$ cat src/rtl/fetch_seq_pkg.sv
// Shared types and helpers for the instruction-fetch sequencer.
package fetch_pkg;

    typedef enum logic [2:0] {
        IDLE,
        FETCH,
        WAIT,
        HOLD,
        HALT
    } fetch_state_t;

    localparam logic [3:0] HALT_OP_DEF = 4'hF;

    // Extract the opcode field (top opc_w bits of an instr_w-bit word).
    function automatic logic [15:0] opc_field(input logic [63:0] instr,
                                              input int          instr_w,
                                              input int          opc_w);
        logic [63:0] mask;
        mask = (64'd1 << opc_w) - 64'd1;
        return 16'((instr >> (instr_w - opc_w)) & mask);
    endfunction

endpackage

$ cat src/rtl/fetch_seq_if.sv
// Bus bundle between the fetch sequencer and its PC register, memory and decoder.
interface fetch_seq_if #(
    parameter int width   = 16,
    parameter int INSTR_W = 16
);
    logic               start;
    logic [width-1:0]   pc_in;
    logic               pc_inc_en;
    logic               pc_write_en;
    logic [width-1:0]   pc_dataIn;
    logic               imem_rd_en;
    logic [width-1:0]   imem_addr;
    logic [INSTR_W-1:0] imem_rdata;
    logic [INSTR_W-1:0] ir_out;
    logic               ir_valid;
    logic               ir_ready;
    logic               jump_req;
    logic [width-1:0]   jump_target;
    logic               halted;
    logic               busy;

    // Sequencer side.
    modport master (
        input  start, pc_in, imem_rdata, ir_ready, jump_req, jump_target,
        output pc_inc_en, pc_write_en, pc_dataIn, imem_rd_en, imem_addr,
               ir_out, ir_valid, halted, busy
    );

    // Environment side: PC register, instruction memory, decoder.
    modport slave (
        output start, pc_in, imem_rdata, ir_ready, jump_req, jump_target,
        input  pc_inc_en, pc_write_en, pc_dataIn, imem_rd_en, imem_addr,
               ir_out, ir_valid, halted, busy
    );
endinterface

$ cat src/rtl/fetch_seq.sv
// Instruction-fetch sequencer: reads imem at the PC, latches the word into
// the IR, hands it to the decoder, steps/redirects the PC, stops on HALT.
module fetch_seq
    import fetch_pkg::*;
#(
    parameter int              width   = 16,
    parameter int              INSTR_W = 16,
    parameter int              OPC_W   = 4,
    parameter logic [OPC_W-1:0] HALT_OP = OPC_W'(HALT_OP_DEF)
) (
    input logic        clk,
    input logic        rst,
    fetch_seq_if.master bus
);

    fetch_state_t       state_q, state_d;
    logic [INSTR_W-1:0] ir_q, ir_d;
    logic               inc_d, wr_d, rd_d;
    logic               is_halt;

    assign is_halt = (opc_field(64'(bus.imem_rdata), INSTR_W, OPC_W)
                      == 16'(HALT_OP));

    // State and instruction register; reset discards any pending word.
    always_ff @(posedge clk) begin
        if (rst) begin
            state_q <= IDLE;
            ir_q    <= '0;
        end else begin
            state_q <= state_d;
            ir_q    <= ir_d;
        end
    end

    // Next-state and strobe decode.
    always_comb begin
        state_d = state_q;
        ir_d    = ir_q;
        inc_d   = 1'b0;
        wr_d    = 1'b0;
        rd_d    = 1'b0;
        case (state_q)
            IDLE: begin
                if (bus.start) state_d = FETCH;
            end
            FETCH: begin
                rd_d    = 1'b1;
                state_d = WAIT;
            end
            WAIT: begin
                ir_d = bus.imem_rdata;
                if (is_halt) begin
                    state_d = HALT;
                end else begin
                    inc_d   = 1'b1;
                    state_d = HOLD;
                end
            end
            HOLD: begin
                if (bus.ir_ready) begin
                    wr_d    = bus.jump_req;
                    state_d = FETCH;
                end
            end
            HALT: begin
                state_d = HALT;
            end
            default: state_d = IDLE;
        endcase
    end

    // Strobes are suppressed while rst is high so a reset landing in WAIT
    // or HOLD never moves the PC.
    assign bus.pc_inc_en   = inc_d & ~rst;
    assign bus.pc_write_en = wr_d & ~rst;
    assign bus.pc_dataIn   = bus.pc_write_en ? bus.jump_target : '0;
    assign bus.imem_rd_en  = rd_d & ~rst;
    assign bus.imem_addr   = bus.pc_in;
    assign bus.ir_out      = ir_q;
    assign bus.ir_valid    = (state_q == HOLD);
    assign bus.halted      = (state_q == HALT);
    assign bus.busy        = (state_q == FETCH) || (state_q == WAIT) ||
                             (state_q == HOLD);

endmodule

$ cat src/flat_wrapper.sv
// flat-port wrapper written by rule: the top's interface ports become plain ports
module fetch_seq_flat import fetch_pkg::*;
#(
    parameter int              width   = 16,
    parameter int              INSTR_W = 16,
    parameter int              OPC_W   = 4,
    parameter logic [OPC_W-1:0] HALT_OP = OPC_W'(HALT_OP_DEF)
)
  (clk, rst, bus_start, bus_pc_in, bus_imem_rdata, bus_ir_ready, bus_jump_req, bus_jump_target, bus_pc_inc_en, bus_pc_write_en, bus_pc_dataIn, bus_imem_rd_en, bus_imem_addr, bus_ir_out, bus_ir_valid, bus_halted, bus_busy);
  fetch_seq_if #(.width(width), .INSTR_W(INSTR_W)) bus_i ();
  input logic clk;
  input logic rst;
  input wire logic [$bits(bus_i.start)-1:0] bus_start;
  input wire logic [$bits(bus_i.pc_in)-1:0] bus_pc_in;
  input wire logic [$bits(bus_i.imem_rdata)-1:0] bus_imem_rdata;
  input wire logic [$bits(bus_i.ir_ready)-1:0] bus_ir_ready;
  input wire logic [$bits(bus_i.jump_req)-1:0] bus_jump_req;
  input wire logic [$bits(bus_i.jump_target)-1:0] bus_jump_target;
  output wire logic [$bits(bus_i.pc_inc_en)-1:0] bus_pc_inc_en;
  output wire logic [$bits(bus_i.pc_write_en)-1:0] bus_pc_write_en;
  output wire logic [$bits(bus_i.pc_dataIn)-1:0] bus_pc_dataIn;
  output wire logic [$bits(bus_i.imem_rd_en)-1:0] bus_imem_rd_en;
  output wire logic [$bits(bus_i.imem_addr)-1:0] bus_imem_addr;
  output wire logic [$bits(bus_i.ir_out)-1:0] bus_ir_out;
  output wire logic [$bits(bus_i.ir_valid)-1:0] bus_ir_valid;
  output wire logic [$bits(bus_i.halted)-1:0] bus_halted;
  output wire logic [$bits(bus_i.busy)-1:0] bus_busy;
  assign bus_i.start = bus_start;
  assign bus_i.pc_in = bus_pc_in;
  assign bus_i.imem_rdata = bus_imem_rdata;
  assign bus_i.ir_ready = bus_ir_ready;
  assign bus_i.jump_req = bus_jump_req;
  assign bus_i.jump_target = bus_jump_target;
  assign bus_pc_inc_en = bus_i.pc_inc_en;
  assign bus_pc_write_en = bus_i.pc_write_en;
  assign bus_pc_dataIn = bus_i.pc_dataIn;
  assign bus_imem_rd_en = bus_i.imem_rd_en;
  assign bus_imem_addr = bus_i.imem_addr;
  assign bus_ir_out = bus_i.ir_out;
  assign bus_ir_valid = bus_i.ir_valid;
  assign bus_halted = bus_i.halted;
  assign bus_busy = bus_i.busy;
  fetch_seq #(.width(width), .INSTR_W(INSTR_W), .OPC_W(OPC_W), .HALT_OP(HALT_OP)) u_core (.clk(clk), .rst(rst), .bus(bus_i));
endmodule
$ cat config.mk
export PLATFORM = sky130hd
export DESIGN_NAME = fetch_seq_flat
export DESIGN_NICKNAME = d
export VERILOG_FILES = /design/src/rtl/fetch_seq_pkg.sv /design/src/rtl/fetch_seq_if.sv /design/src/rtl/fetch_seq.sv /design/src/flat_wrapper.sv
export SDC_FILE = /design/constraint.sdc
export NUM_CORES = 1
export LEC_CHECK = 0
export BUFFER_PORTS_ARGS = -buffer_cell sky130_fd_sc_hd__buf_2
export CAP_MARGIN = 10
export CORE_MARGIN = 2
export CORE_UTILIZATION = 31
export DETAILED_ROUTE_END_ITERATION = 7
export HOLD_SLACK_MARGIN = 0.02
export PLACE_DENSITY = 0.75
export SYNTH_ARGS = -nofsm -noshare
export SYNTH_HDL_FRONTEND = slang
export SYNTH_SLANG_ARGS = --single-unit
$ cat constraint.sdc
create_clock -name clk -period 1.3 [get_ports clk]
set_input_delay 0.195 -clock clk [delete_from_list [all_inputs] [get_ports clk]]
set_output_delay 0.195 -clock clk [all_outputs]
set_load 0.01 [all_outputs]
# ---- Word-level counts from Yosys, hierarchy flattened
# Index checks and enable logic that the tools add are counted.
dict set report word_totals {
  word_cells 27
  memories 0
  output_inout_bits 54
  mem_bits_ro 0
  in_bits 53
  ff_bits 19
  latch_bits 0
  ram_bits 0
}
dict set report classes {
  n_bitwise 4
  magnitude_cmp 0
  n_mux 10
  shift 0
  n_eq_ne 7
  n_mul 0
  div 0
  n_reduce_logical 4
  addsub 0
}
# operator n
set op_table {}
lappend op_table {{$mux W16} 1}
lappend op_table {{$pmux W3 S5} 1}
lappend op_table {{$mux W3} 3}
lappend op_table {{$eq A3 B2 Y1 const B} 2}
lappend op_table {{$mux W1} 5}
lappend op_table {{$eq A4 B4 Y1 const B} 1}
lappend op_table {{$ne A2 B2 Y1 const B} 2}
lappend op_table {{$and A1 B1 Y1} 3}
lappend op_table {{$eq A3 B1 Y1 const B} 1}
lappend op_table {{$eq A3 B3 Y1 const B} 1}
lappend op_table {{$logic_not A3 Y1} 1}
lappend op_table {{$logic_or A1 B1 Y1} 2}
lappend op_table {{$reduce_and A2 Y1} 1}
lappend op_table {{$not A1 Y1} 1}

# ---- Logic depth before layout (Yosys ltp)
dict set report depth {
  depth_word 4
  depth_mapped 5
  mapped_depth_nobuf 3
}

# ---- Worst setup path before layout
# Ideal clock, no wire load.
dict set report synth_timing {
  path_type {reg2out}
  startpoint {register u_core.state_q[0]}
  endpoint {output bus_pc_dataIn[1]}
  setup_slack_ns -0.104
  stages_incl_launch_ff 5
  t_required_ns 1.105
  path_buffers 1
  arrival_time_ns 1.209
  path_cell_list {dfxtp_1 -> and3b_2 -> and4b_4 -> buf_4 -> and2_1}
}
dict set report synth_between {
  elab_chain_cells 4
}
# element line
set synth_rtl {}
lappend synth_rtl {{start: declaration} fetch_seq.sv:16} ;# fetch_state_t state_q, state_d;
lappend synth_rtl {{start signal: assignment} fetch_seq.sv:30} ;# state_q <= state_d;
lappend synth_rtl {{$eq A3 B2 Y1} n/a}
lappend synth_rtl {{named net bus_ir_valid} flat_wrapper.sv:25} ;# output wire logic [$bits(bus_i.ir_valid)-1:0] bus_ir_valid;
lappend synth_rtl {{$mux W1} fetch_seq.sv:42} ;# case (state_q)
lappend synth_rtl {{$and A1 B1 Y1} fetch_seq.sv:75} ;# assign bus.pc_write_en = wr_d & ~rst;
lappend synth_rtl {{named net bus_pc_write_en} flat_wrapper.sv:20} ;# output wire logic [$bits(bus_i.pc_write_en)-1:0] bus_pc_write_en;
lappend synth_rtl {{$mux W16} fetch_seq.sv:76} ;# assign bus.pc_dataIn = bus.pc_write_en ? bus.jump_target : '0;
lappend synth_rtl {{end: declaration} flat_wrapper.sv:21} ;# output wire logic [$bits(bus_i.pc_dataIn)-1:0] bus_pc_dataIn;
# The timed path passes the listed nets, and every way through them passes these cells.

# ---- Worst setup path in the final report
dict set report layout_timing {
  startpoint {register u_core.state_q[2]}
  endpoint {output bus_pc_dataIn[0]}
}
dict set report layout_between {
  elab_chain_cells 4
}
# element line
set layout_rtl {}
lappend layout_rtl {{$eq A3 B2 Y1} fetch_seq.sv:42}
lappend layout_rtl {{$mux W1} fetch_seq.sv:42}
lappend layout_rtl {{$and A1 B1 Y1} fetch_seq.sv:75}
lappend layout_rtl {{$mux W16} fetch_seq.sv:76}
# Every way passes these cells.

==> results by group <==
Critical path
  • Crit start category: register
  • R2r endpoint: u_core.bus.ir_out[13]
  • R2R Setup Slk: 0.02 ns
  • Worst setup path category: reg2out
  • Cell Chain, Critical Path: and3b_2, and4b_2, and2_1, buf_2
  • Critical Path Sink Type: output pin
  • Worst EP required: 1.11 ns
  • Max FO, Critical Path: 8
  • Buf/Inv on CP: 1
  • Slowest cell delay on critical path: 0.34 ns
  • Crit path launch: u_core.state_q[2]
  • R2R depth: 6
  • Worst path slowest cell: dfxtp_2
  • CP arrival: 1.49 ns
  • Worst path top cell family by delay: simple AND/OR/NAND/NOR gates
  • RR Startpoint: u_core.state_q[0]

Hold path
  • Hold Path Depth: 3
  • Hold path endpoint: u_core.bus.ir_out[9]
  • Worst min path class: in2reg
  • Worst Min Path Start: bus_imem_rdata[9]

Global routing
  • First-pass GRT wire length: 4.15 mm
  • Vias in the first global route: 1012
  • GRT Util Overall: 14.8%
  • GR Overflow Total: 0
  • Initial antenna violation count: 0
  • Largest net degree at the start of global routing: 18

STA
  • Crit share post-route: 129%
  • Final WS setup: -0.380 ns
  • Worst relative slew slack: 83.7%
  • Max frequency: 595 MHz
  • Unrepaired setup endpoints after global routing: true
  • Setup violations, final: 21
  • Final setup TNS: -6.18 ns
  • Tmin final: 1.68 ns
  • Slew Viols, Final: 0
  • Slew @ Worst Pin: 0.244 ns
  • Skew final: 0.00236 ns
  • Fin Hold WS: 0.122 ns
  • Hold Fails Final Rpt: 0

Clocking
  • Worst skew pair latency: 0.29 ns
  • Clock sinks: 19
  • CTS Buffer Depth: 2
  • CTS buffer count: 3
  • CTS clock-pin slew for the worst setup and hold paths: 0.11 ns
  • TritonCTS clock tree: built
  • Clock root cell: clkbuf_4
  • CTS H-tree depth: 1

Synthesis
  • Synth Flop Type: dfxtp_1
  • Post-synth ARST share: 0%
  • Syn Nets: 176
  • #FFs+latches synth: 19
  • Mapped Avg Cell Area: 8.21 µm²
  • Area leader, netlist: dfxtp_1
  • Top cells by count, synth: 34 x nand2_1, 19 x dfxtp_1, 18 x buf_4, 17 x and2_1, 16 x a21oi_1
  • Top-count cell post-synth: nand2_1
  • Top cells by area, synth: dfxtp_1 38%, buf_4 13%, nand2_1 13%
  • Sequential element share of the synthesized area: 37.7%
  • Mapped Cells: 123
  • YS warnings: 0
  • Synth top area share: 37.7%
  • Post-synth EDFFs: 0
  • Distinct cell type count after synthesis: 20
  • Cell area after synthesis: 1010 µm²

Final layout
  • Area Overhead vs Synth: 57.2%
  • Final core utilization: 51.6%
  • Nets: 246
  • ANT cells: 0
  • Share of layout cells above drive strength 1: 63.5%

Power
  • Lkg Pwr: 0.767 nW
  • P_int: 917 µW
  • Clk network pwr share: 23.1%
  • Max VDD drop: 0.670 mV
  • Register share of total power: 49.3%
  • Switching pwr: 399 µW
  • Combinational share of power: 27.6%
  • Pwr Density: 829 nW/µm²
  • Switching share of power: 30.3%

Drt
  • DRC: 0
  • Final ANT Viol Nets: 0
  • Vias per cell: 4.68
  • Routed len/inst: 13.0 µm
  • Final wirelength: 3.07 mm
  • Routed vias: 1104
  • Initial DRC count: 18
  • DRT Pass-1 Iters: 4

Placement
  • DP Wirelength: 2.04 mm
  • Port Buf Inserts: 74
  • RD Place Congestion: 0.623
  • Setup WS pre-CTS: -0.0499 ns

Floorplan
  • Horiz. Die Dim: 61.1 µm
  • IO Count: 107
  • Initial Utilization: 32.8%
  • Row cnt: 20
  • Core area: 3080 µm²
  • Die area: 3730 µm²
  • Height of the die: 61.1 µm

Outcome
  • Status: finished, violations left
  • Failing checks: negative setup slack

Flow run
  • Max-cap violation count: 0
-- metal layers --
metal / GRT usage (%) / vias up / routed length [µm]
li1: - / 529 / -
met1: 14.2 / 496 / 1140
met2: 29.9 / 75 / 1560
met3: 4.20 / 4 / 359
met4: 4.35 / 0 / 10
met5: 0 / - / 0
-- cell families after synthesis --
group           synth area share (%)
flops                           37.7
compound gates                  12.1
buf+inv                         17.1
simple gates                    33.1
-- power by group through the flow --
stage / Combinational [mW] / Clock (mW) / Sequential [mW]
2_1_floorplan: 0.190 / 0 / 0.680
3_3_place_gp: 0.294 / 0 / 0.659
3_5_place_dp: 0.297 / 0 / 0.661
4_1_cts: 0.334 / 0.322 / 0.649
5_1_grt: 0.396 / 0.344 / 0.655
6_report: 0.363 / 0.304 / 0.649
-- worst min-delay path, cell delays in order --
cell	delay [ns]
buf_2	0.09
nand2_1	0.05
a21oi_1	0.05
-- cell type report --
cell class	count	area, µm²
clock buffer	3	22.5
clock inverter	1	5.00
fill	306	1490
multi-input combinational	84	569
sequential	19	387
tap	44	55.1
timing repair buffer	85	549
-- per-stage QoR --
step	cell area [µm²]	cells	total power, mW
finish	1590	236	1.32
global route	1590	236	1.39
detailed placement	1360	228	0.958
global placement	1360	228	0.953
floorplan	1040	123	0.870
CTS	1510	235	1.30
-- worst max-delay path by stage --
| stage | endpoint | slack, ns | depth (start not counted) |
|---|---|---|---|
| 4_1_cts | bus_pc_dataIn[10] | -0.34 | 4 |
| 5_1_grt | bus_pc_dataIn[14] | -0.44 | 4 |
| 3_5_place_dp | bus_pc_dataIn[9] | -0.05 | 4 |
| 6_report | bus_pc_dataIn[0] | -0.38 | 4 |
| 2_1_floorplan | bus_pc_dataIn[1] | -0.04 | 4 |
| 3_3_place_gp | bus_pc_dataIn[4] | -0.02 | 4 |
-- cells in the final DEF (no fill, tap or decap) --
cell type / n
dfxtp_1: 16
nand2_1: 34
dfxtp_2: 2
and3b_2: 1
clkinv_2: 1
nor2_1: 2
nand4_1: 1
nor3b_4: 2
a21boi_0: 1
and4b_2: 2
clkbuf_4: 3
a31o_1: 1
buf_2: 61
nor4b_4: 1
or4b_4: 1
or3b_4: 1
and4b_4: 1
buf_6: 17
and2_1: 4
a21oi_2: 6
and2_4: 13
nor2_4: 1
o31ai_4: 1
a21oi_1: 10
o21ai_0: 1
buf_4: 7
dfxtp_4: 1
-- what timing repair did --
item | 4_1_cts | 5_1_grt
pin swaps | 10 | 8
cloned | 2 | 1
gates resized for setup | 17 | 21
setup endpoints to repair | 22 | 32
buffers inserted | 1 | 0
endpoints found under the hold margin | 0 | 0
hold buffers | 0 | 0
-- state kept, by name, indices dropped and copies added (netlist names) --
signal and cells:
u_core.bus.ir_out 16, u_core.state_q 3
Note: power is estimated with default switching activity, not from simulation.
